**config.mk**
```make
export PLATFORM = sky130hd
export DESIGN_NAME = triple_des_sequencer
export DESIGN_NICKNAME = d
export VERILOG_FILES = /design/src/rtl/tdes_pkg.sv /design/src/rtl/triple_des_sequencer.sv
export SDC_FILE = /design/constraint.sdc
export NUM_CORES = 1
export LEC_CHECK = 0
export ABC_AREA = 1
export CAP_MARGIN = 30
export CORE_MARGIN = 8
export CORE_UTILIZATION = 41
export DETAILED_ROUTE_END_ITERATION = 16
export PLACE_DENSITY = 0.84
export SLEW_MARGIN = 5
export SYNTH_ARGS = -nofsm -noshare
export SYNTH_HDL_FRONTEND = slang
export SYNTH_SLANG_ARGS = --single-unit
```
**constraint.sdc**
```tcl
create_clock -name clk -period 1.9 [get_ports clk]
set_input_delay 0.475 -clock clk [delete_from_list [all_inputs] [get_ports clk]]
set_output_delay 0.475 -clock clk [all_outputs]
set_load 0.05 [all_outputs]
```
**src/rtl/tdes_pkg.sv**
```systemverilog
// Shared types and constants for the triple-DES pass sequencer.
package tdes_pkg;

  localparam int unsigned DES_BLOCK_W = 64;
  localparam int unsigned DES_KEY_W   = 64;

  typedef enum logic [1:0] {
    ST_IDLE,
    ST_START,
    ST_WAIT,
    ST_OUTPUT
  } tdes_state_e;

  typedef logic [1:0] pass_t;

  localparam pass_t LAST_PASS = 2'd2;

  // Key used on a given pass: encrypt walks key_1..key_3, decrypt walks key_3..key_1.
  function automatic logic [DES_KEY_W-1:0] pass_key(
    input pass_t                p,
    input logic                 dec,
    input logic [DES_KEY_W-1:0] k1,
    input logic [DES_KEY_W-1:0] k2,
    input logic [DES_KEY_W-1:0] k3
  );
    logic [DES_KEY_W-1:0] k;
    k = k2;
    if (p == 2'd0) k = dec ? k3 : k1;
    else if (p == 2'd2) k = dec ? k1 : k3;
    return k;
  endfunction

endpackage

```
**src/rtl/triple_des_sequencer.sv**
```systemverilog
// Drives a shared single-DES engine through three passes (EDE encrypt / DED decrypt).
module triple_des_sequencer
  import tdes_pkg::*;
#(
  parameter int unsigned DONE_TIMEOUT = 64
) (
  input  logic                   clk,
  input  logic                   rst_n,
  input  logic                   in_valid,
  output logic                   in_ready,
  input  logic [DES_BLOCK_W-1:0] data_in,
  input  logic [DES_KEY_W-1:0]   key_1,
  input  logic [DES_KEY_W-1:0]   key_2,
  input  logic [DES_KEY_W-1:0]   key_3,
  input  logic                   decrypt,
  output logic                   out_valid,
  input  logic                   out_ready,
  output logic [DES_BLOCK_W-1:0] data_out,
  output logic                   error,
  output logic                   des_start,
  output logic [DES_BLOCK_W-1:0] des_data,
  output logic [DES_KEY_W-1:0]   des_key,
  output logic                   des_decrypt,
  input  logic                   des_done,
  input  logic [DES_BLOCK_W-1:0] des_result
);

  localparam int unsigned CNT_W = $clog2(DONE_TIMEOUT + 1);

  tdes_state_e            state_q, state_d;
  pass_t                  pass_q, pass_d;
  logic [CNT_W-1:0]       cnt_q, cnt_d;
  logic [DES_BLOCK_W-1:0] blk_q, blk_d;
  logic [DES_KEY_W-1:0]   k1_q, k1_d, k2_q, k2_d, k3_q, k3_d;
  logic                   dec_q, dec_d;

  // State, pass index, timeout counter and captured block/keys.
  always_ff @(posedge clk or negedge rst_n) begin
    if (!rst_n) begin
      state_q <= ST_IDLE;
      pass_q  <= '0;
      cnt_q   <= '0;
      blk_q   <= '0;
      k1_q    <= '0;
      k2_q    <= '0;
      k3_q    <= '0;
      dec_q   <= 1'b0;
    end else begin
      state_q <= state_d;
      pass_q  <= pass_d;
      cnt_q   <= cnt_d;
      blk_q   <= blk_d;
      k1_q    <= k1_d;
      k2_q    <= k2_d;
      k3_q    <= k3_d;
      dec_q   <= dec_d;
    end
  end

  // Next-state logic and handshake/control outputs.
  always_comb begin
    state_d   = state_q;
    pass_d    = pass_q;
    cnt_d     = cnt_q;
    blk_d     = blk_q;
    k1_d      = k1_q;
    k2_d      = k2_q;
    k3_d      = k3_q;
    dec_d     = dec_q;
    in_ready  = 1'b0;
    out_valid = 1'b0;
    des_start = 1'b0;
    error     = 1'b0;
    unique case (state_q)
      ST_IDLE: begin
        in_ready = 1'b1;
        if (in_valid) begin
          blk_d   = data_in;
          k1_d    = key_1;
          k2_d    = key_2;
          k3_d    = key_3;
          dec_d   = decrypt;
          pass_d  = '0;
          cnt_d   = '0;
          state_d = ST_START;
        end
      end
      ST_START: begin
        des_start = 1'b1;
        // First WAIT cycle is one cycle after des_start.
        cnt_d     = CNT_W'(1);
        state_d   = ST_WAIT;
      end
      ST_WAIT: begin
        if (des_done) begin
          blk_d = des_result;
          cnt_d = '0;
          if (pass_q == LAST_PASS) begin
            state_d = ST_OUTPUT;
          end else begin
            pass_d  = pass_q + 2'd1;
            state_d = ST_START;
          end
        end else if (cnt_q >= CNT_W'(DONE_TIMEOUT)) begin
          error   = 1'b1;
          blk_d   = '0;
          pass_d  = '0;
          cnt_d   = '0;
          state_d = ST_IDLE;
        end else begin
          cnt_d = cnt_q + CNT_W'(1);
        end
      end
      ST_OUTPUT: begin
        out_valid = 1'b1;
        if (out_ready) state_d = ST_IDLE;
      end
      default: state_d = ST_IDLE;
    endcase
  end

  // Engine operands come straight from registers, so they hold until des_done.
  always_comb begin
    data_out    = blk_q;
    des_data    = blk_q;
    des_key     = pass_key(pass_q, dec_q, k1_q, k2_q, k3_q);
    des_decrypt = dec_q ^ (pass_q == 2'd1);
  end

endmodule

```
# == Word level (Yosys, flattened, before mapping) ==
# Cells that the tools add are included.
# word_totals
mem_count,0
latchBits,0
ff_bits,268
wordCells,58
in_bits,326
output_inout_bits,197
rom_bits,0
mem_bits_rw,0
# classes
muxes,28
multipliers,0
n_div,0
shifts,0
add_sub_neg,2
bitwise,1
order_cmp,1
n_reduce_logical,9
eq_ne,9
# ops
cell,n
$mux 64,7
$pmux 64 s2,1
$mux 7,3
$pmux 7 s3,1
$mux 2,8
$pmux 2 s4,1
$add 7x1->7 const B,1
$ge 7x7->1 const B,1
$eq 2x2->1 const B,3
$mux 1,6
$ne 3x3->1 const B,2
$reduce_and 3->1,2
$eq 2x1->1 const B,2
$logic_not 2->1,2
$ne 2x2->1 const B,2
$pmux 2 s2,1
$reduce_and 2->1,2
$reduce_and 4->1,1
$reduce_bool 3->1,1
$add 2x1->2 const B,1
$reduce_bool 2->1,1
$xor 1x1->1,1

# == Depth between registers and ports, before layout ==
# depth
ltp_word,4
ltp_mapped,10
ltp_nobuf,9

# == Least setup slack after synthesis ==
# OpenSTA, ideal clock, no wires.
# synth_path
path_type,reg2out
start,reg pass_q[0]
end,out des_key[57]
t_required_ns,1.425
path_buffers,3
stages_incl_launch_ff,9
arrival_ns,2.343
path_slack_ns,-0.918
cell_sequence,dfrtp_1 inv_1 ha_1 buf_2 buf_4 buf_2 nand3_1 o21ai_0 o21ai_0
# synth_between
elab_chain_len,3
elab_cells_between_ends,4
cone_classes,eq/ne (1); mux (2); reduce/logical (1)
# synth_lines
item,line_no,text
start: declaration,triple_des_sequencer.sv:31,"pass_t pass_q, pass_d;"
start signal: assignment,triple_des_sequencer.sv:50,pass_q <= pass_d;
$eq 2x2->1,tdes_pkg.sv:29,else if (p == 2'd2) k = dec ? k1 : k3;
$mux 64,tdes_pkg.sv:29,
$mux 64 *,tdes_pkg.sv:28,if (p == 2'd0) k = dec ? k3 : k1;
end: declaration,triple_des_sequencer.sv:22,"output logic [DES_KEY_W-1:0] des_key,"
# Every way passes the cells marked *; elsewhere a longest branch is shown, timed or not.

# == Final worst setup path ==
# layout_path
start,reg dec_q
end,out des_key[36]
# layout_between
elab_chain_len,3
elab_cells_between_ends,4
cone_classes,mux (4)
# layout_lines
item,line_no,text
start: declaration,triple_des_sequencer.sv:35,"logic dec_q, dec_d;"
start signal: assignment,triple_des_sequencer.sv:47,dec_q <= 1'b0;
start signal: assignment,triple_des_sequencer.sv:56,dec_q <= dec_d;
$mux 64 (2 in a row),tdes_pkg.sv:29,
$mux 64 *,tdes_pkg.sv:28,
# Marked as above.

==> qor.tcl <==
set qor(run_status) {finished, violations left}
set qor(failed_checks) {negative setup slack}
set qor(drt_iter0_markers) 916
set qor(criticalPathCategory) {flop to primary output}
set qor(period_minus_slack_ns) 2.614
set qor(yosys.cell_types.count) 27
set qor(final_net_count) 2444
set qor(path_clk_slew_ns) 0.06
set qor(layout.cells.non_filler) 2592
set qor(register_area_um2) 6711
set qor(drive_gt1_frac) 0.3377
set qor(setup_ws_ns) -0.7141
set qor(place.port_buffers) 522
set qor(multiInputGateArea_um2) 8050
set qor(syn_nets) 1902
set qor(final-setup-viol-count) 68
set qor(highest_layer) {met5}
set qor(antenna_found_initial) 11
set qor(fp.coreArea_um2) 34460
set qor(critical_path.endpoint_type) {primary output}
set qor(maximum_number_of_pins_on_one_net_before_global_route_repair) 65
set qor(slew_violations) 0
set qor(max_clock_freq_ghz) 0.3825
set qor(detailedRoute.firstPassIterationCount) 5
set qor(first_pass_grt_wire_length_mm) 86.26
set qor(drc_errors) 0
set qor(crit_path_start_kind) {flop}
set qor(cts-root-to-sink-buffers) 3
set qor(grt_pass1_vias) 15060
set qor(worstHoldPathType) {input port to async pin}
set qor(met2_wirelength_mm) 31.76
set qor(gp_congestion) 0.9314
set qor(worstMarginPinSlew_ns) 0.4906
set qor(clock_sink_count) 268
set qor(numPlacedInstances) 2471
set qor(wirelength_mm) 62.20
set qor(fin_tns_setup_ns) -41.39
set qor(final.setup_skew_ns) 0.03208
set qor(cap_viol_max_count) 0
set qor(grt_usage) 0.2630
set qor(worstSkewPairLatency_ns) 0.57
set qor(dr_total_vias) 14400
set qor(rsz0062_at_grt) {true}
set qor(clock-root-buffer) {sky130_fd_sc_hd__clkbuf_16}
set qor(synthesis.area_um2) 14310
set qor(dpl.hpwl_mm) 40.69
set qor(m1WireLength_mm) 22.10
set qor(placed_area_um2) 21440
set qor(cts.htree.levels) 1
set qor(hold_viol_final) 0
set qor(avgViaCountPerCell) 5.557
set qor(synth_cells) 1566
set qor(clock_tree_from_tritoncts) {done}
set qor(final_min_period_over_clock_period) 1.376
set qor(ant_nets) 0
set qor(grt_remaining_overflow) 0
set qor(start_util) 0.4154
set qor(timing.critical_path.fanout_max) 18
set qor(die_h_um) 202.9
set qor(routed-wl-met3_mm) 4.614
set qor(area_delta_synth_final_pct) 68.49
set qor(critical_path_required_ns) 1.42
set qor(yosys_warnings) 0
set qor(max-slew-margin-rel) 0.6719
set qor(routed_wire_length_per_instance_um) 24.00
set qor(yosysSeqAreaShare) 0.4685
set qor(floorplan.rows) 68
set qor(synthesis.area_per_instance_um2) 9.141
set qor(die-area_um2) 41150
set qor(die_width_um) 202.9
set qor(crit_arrival_ns) 2.14
set qor(finish.utilization) 0.7000
set qor(cts-buffers-inserted) 30
set qor(num-fill-cells) 2226
set qor(ys_seq_elements) 268
set qor(final_cell_area_um2) 24120
set qor(ioPinCount) 523
cell usage after synthesis:
master	number	area share
sky130_fd_sc_hd__nand3_1	134	0.047
sky130_fd_sc_hd__o21ai_0	165	0.058
sky130_fd_sc_hd__nand2_2	2	0.00087
sky130_fd_sc_hd__clkbuf_1	23	0.0060
sky130_fd_sc_hd__or2_1	1	0.00044
sky130_fd_sc_hd__buf_2	46	0.016
sky130_fd_sc_hd__buf_4	77	0.040
sky130_fd_sc_hd__nand2_4	1	0.00079
sky130_fd_sc_hd__nand3b_1	2	0.0010
sky130_fd_sc_hd__dfrtp_1	268	0.47
sky130_fd_sc_hd__buf_1	10	0.0026
sky130_fd_sc_hd__o21ai_4	1	0.0011
sky130_fd_sc_hd__inv_1	17	0.0045
sky130_fd_sc_hd__xor2_1	1	0.00061
sky130_fd_sc_hd__o21ai_1	31	0.011
sky130_fd_sc_hd__buf_6	20	0.016
sky130_fd_sc_hd__nor2_1	14	0.0037
sky130_fd_sc_hd__inv_2	4	0.0010
sky130_fd_sc_hd__mux2_1	126	0.099
sky130_fd_sc_hd__o22ai_1	1	0.00044
sky130_fd_sc_hd__o21a_1	64	0.034
sky130_fd_sc_hd__mux2_2	66	0.052
sky130_fd_sc_hd__nand4_1	4	0.0017
sky130_fd_sc_hd__ha_1	10	0.0087
sky130_fd_sc_hd__nor3_1	1	0.00035
sky130_fd_sc_hd__nand2_1	474	0.12
sky130_fd_sc_hd__a21oi_1	3	0.0010
placed cells by master (no fill, tap or decap), drive strengths merged:
| master | netlist | layout |
|---|---|---|
| bufbuf | 0 | 2 |
| clkdlybuf4s50 | 0 | 324 |
| xor2 | 1 | 1 |
| dfrtp | 268 | 268 |
| mux2 | 192 | 192 |
| a21oi | 3 | 3 |
| o22ai | 1 | 1 |
| dlygate4sd3 | 0 | 1 |
| o21ai | 197 | 197 |
| nand3 | 134 | 134 |
| nand4 | 4 | 4 |
| buf | 153 | 349 |
| nand3b | 2 | 2 |
| clkinv | 0 | 10 |
| nor3 | 1 | 1 |
| or2 | 1 | 1 |
| nor2 | 14 | 14 |
| diode | 0 | 8 |
| bufinv | 0 | 2 |
| o21a | 64 | 64 |
| inv | 21 | 22 |
| nand2 | 477 | 479 |
| ha | 10 | 10 |
| clkbuf | 23 | 48 |
logic make-up (layout without fill, tap and decap cells):
family | count (synthesis) | count (layout) | synth area share
and+or+nand+nor | 633 | 635 | 0.1801
buffers and inverters | 197 | 758 | 0.08636
xor gates and xnor gates | 1 | 1 | 0.0006119
adders and majority gates | 10 | 10 | 0.008740
other | 0 | 8 | 0
DFF | 268 | 268 | 0.4685
muxes | 192 | 192 | 0.1510
AOI/OAI and AO/OA | 265 | 265 | 0.1047
routing by layer:
metal	vias up	global-route usage
li1	6297	-
met1	7049	0.3024
met2	825	0.4642
met3	224	0.04957
met4	8	0.1295
met5	-	0
final timing paths:
path                            start            to  slack [ns]  cells after the start
max                             dec_q   des_key[36]       -0.71                      7
min                             rst_n      k1_q[39]        0.40                      2
max reg2reg                state_q[0]    state_q[1]        0.02                     11
min reg2reg                   k2_q[8]       k2_q[8]        0.51                      1
max in group asynchronous       rst_n  data_out[22]        0.79                      3
min in group clk            key_1[49]      k1_q[49]        0.50                      2
layout make-up:
class	count	area share
flip-flops and latches	268	0.2783
repair buffers	684	0.3203
clock inverters	13	0.005395
multi-input cells	1103	0.3338
well taps	455	0.02360
clock buffers	40	0.03393
diodes	8	0.0008300
inverters	21	0.003891
metrics by stage:
stage                     hold WS, ns  worst slack, ns
after CTS                      0.3971          -0.7332
after global routing           0.4288          -0.7759
final                          0.3957          -0.7141
after floorplan                0.1794         -0.07597
after global placement         0.3865          -0.1917
after detailed placement       0.3951          -0.2143
registers in the layout (all words and copies together), names as in the netlist:
| name | flops |
|---|---|
| cnt_q | 7 |
| k3_q | 64 |
| k2_q | 64 |
| data_out | 64 |
| state_q | 2 |
| dec_q | 1 |
| pass_q | 2 |
| k1_q | 64 |
worst max-delay path: stages, from the launching register on:
cell and delay, ns:
sky130_fd_sc_hd__dfrtp_4 0.48, sky130_fd_sc_hd__buf_12 0.19, sky130_fd_sc_hd__buf_4 0.19, sky130_fd_sc_hd__nand2_1 0.14, sky130_fd_sc_hd__nand3_4 0.13, sky130_fd_sc_hd__o21ai_4 0.07
sky130_fd_sc_hd__o21ai_4 0.21, sky130_fd_sc_hd__buf_12 0.17
repair_timing:
action | 4_1_cts | 5_1_grt
endpoints found under the hold margin | 27 | 0
hold buffers | 1 | 0
pin swaps | 16 | 59
setup buffers | 26 | 23
resized for setup | 109 | 176
cloned | 6 | 11
setup endpoints to repair | 69 | 124
Power is left out: the tool's default activity adds up to more than one toggle a clock period on the data nets, which glitch-free logic cannot reach.
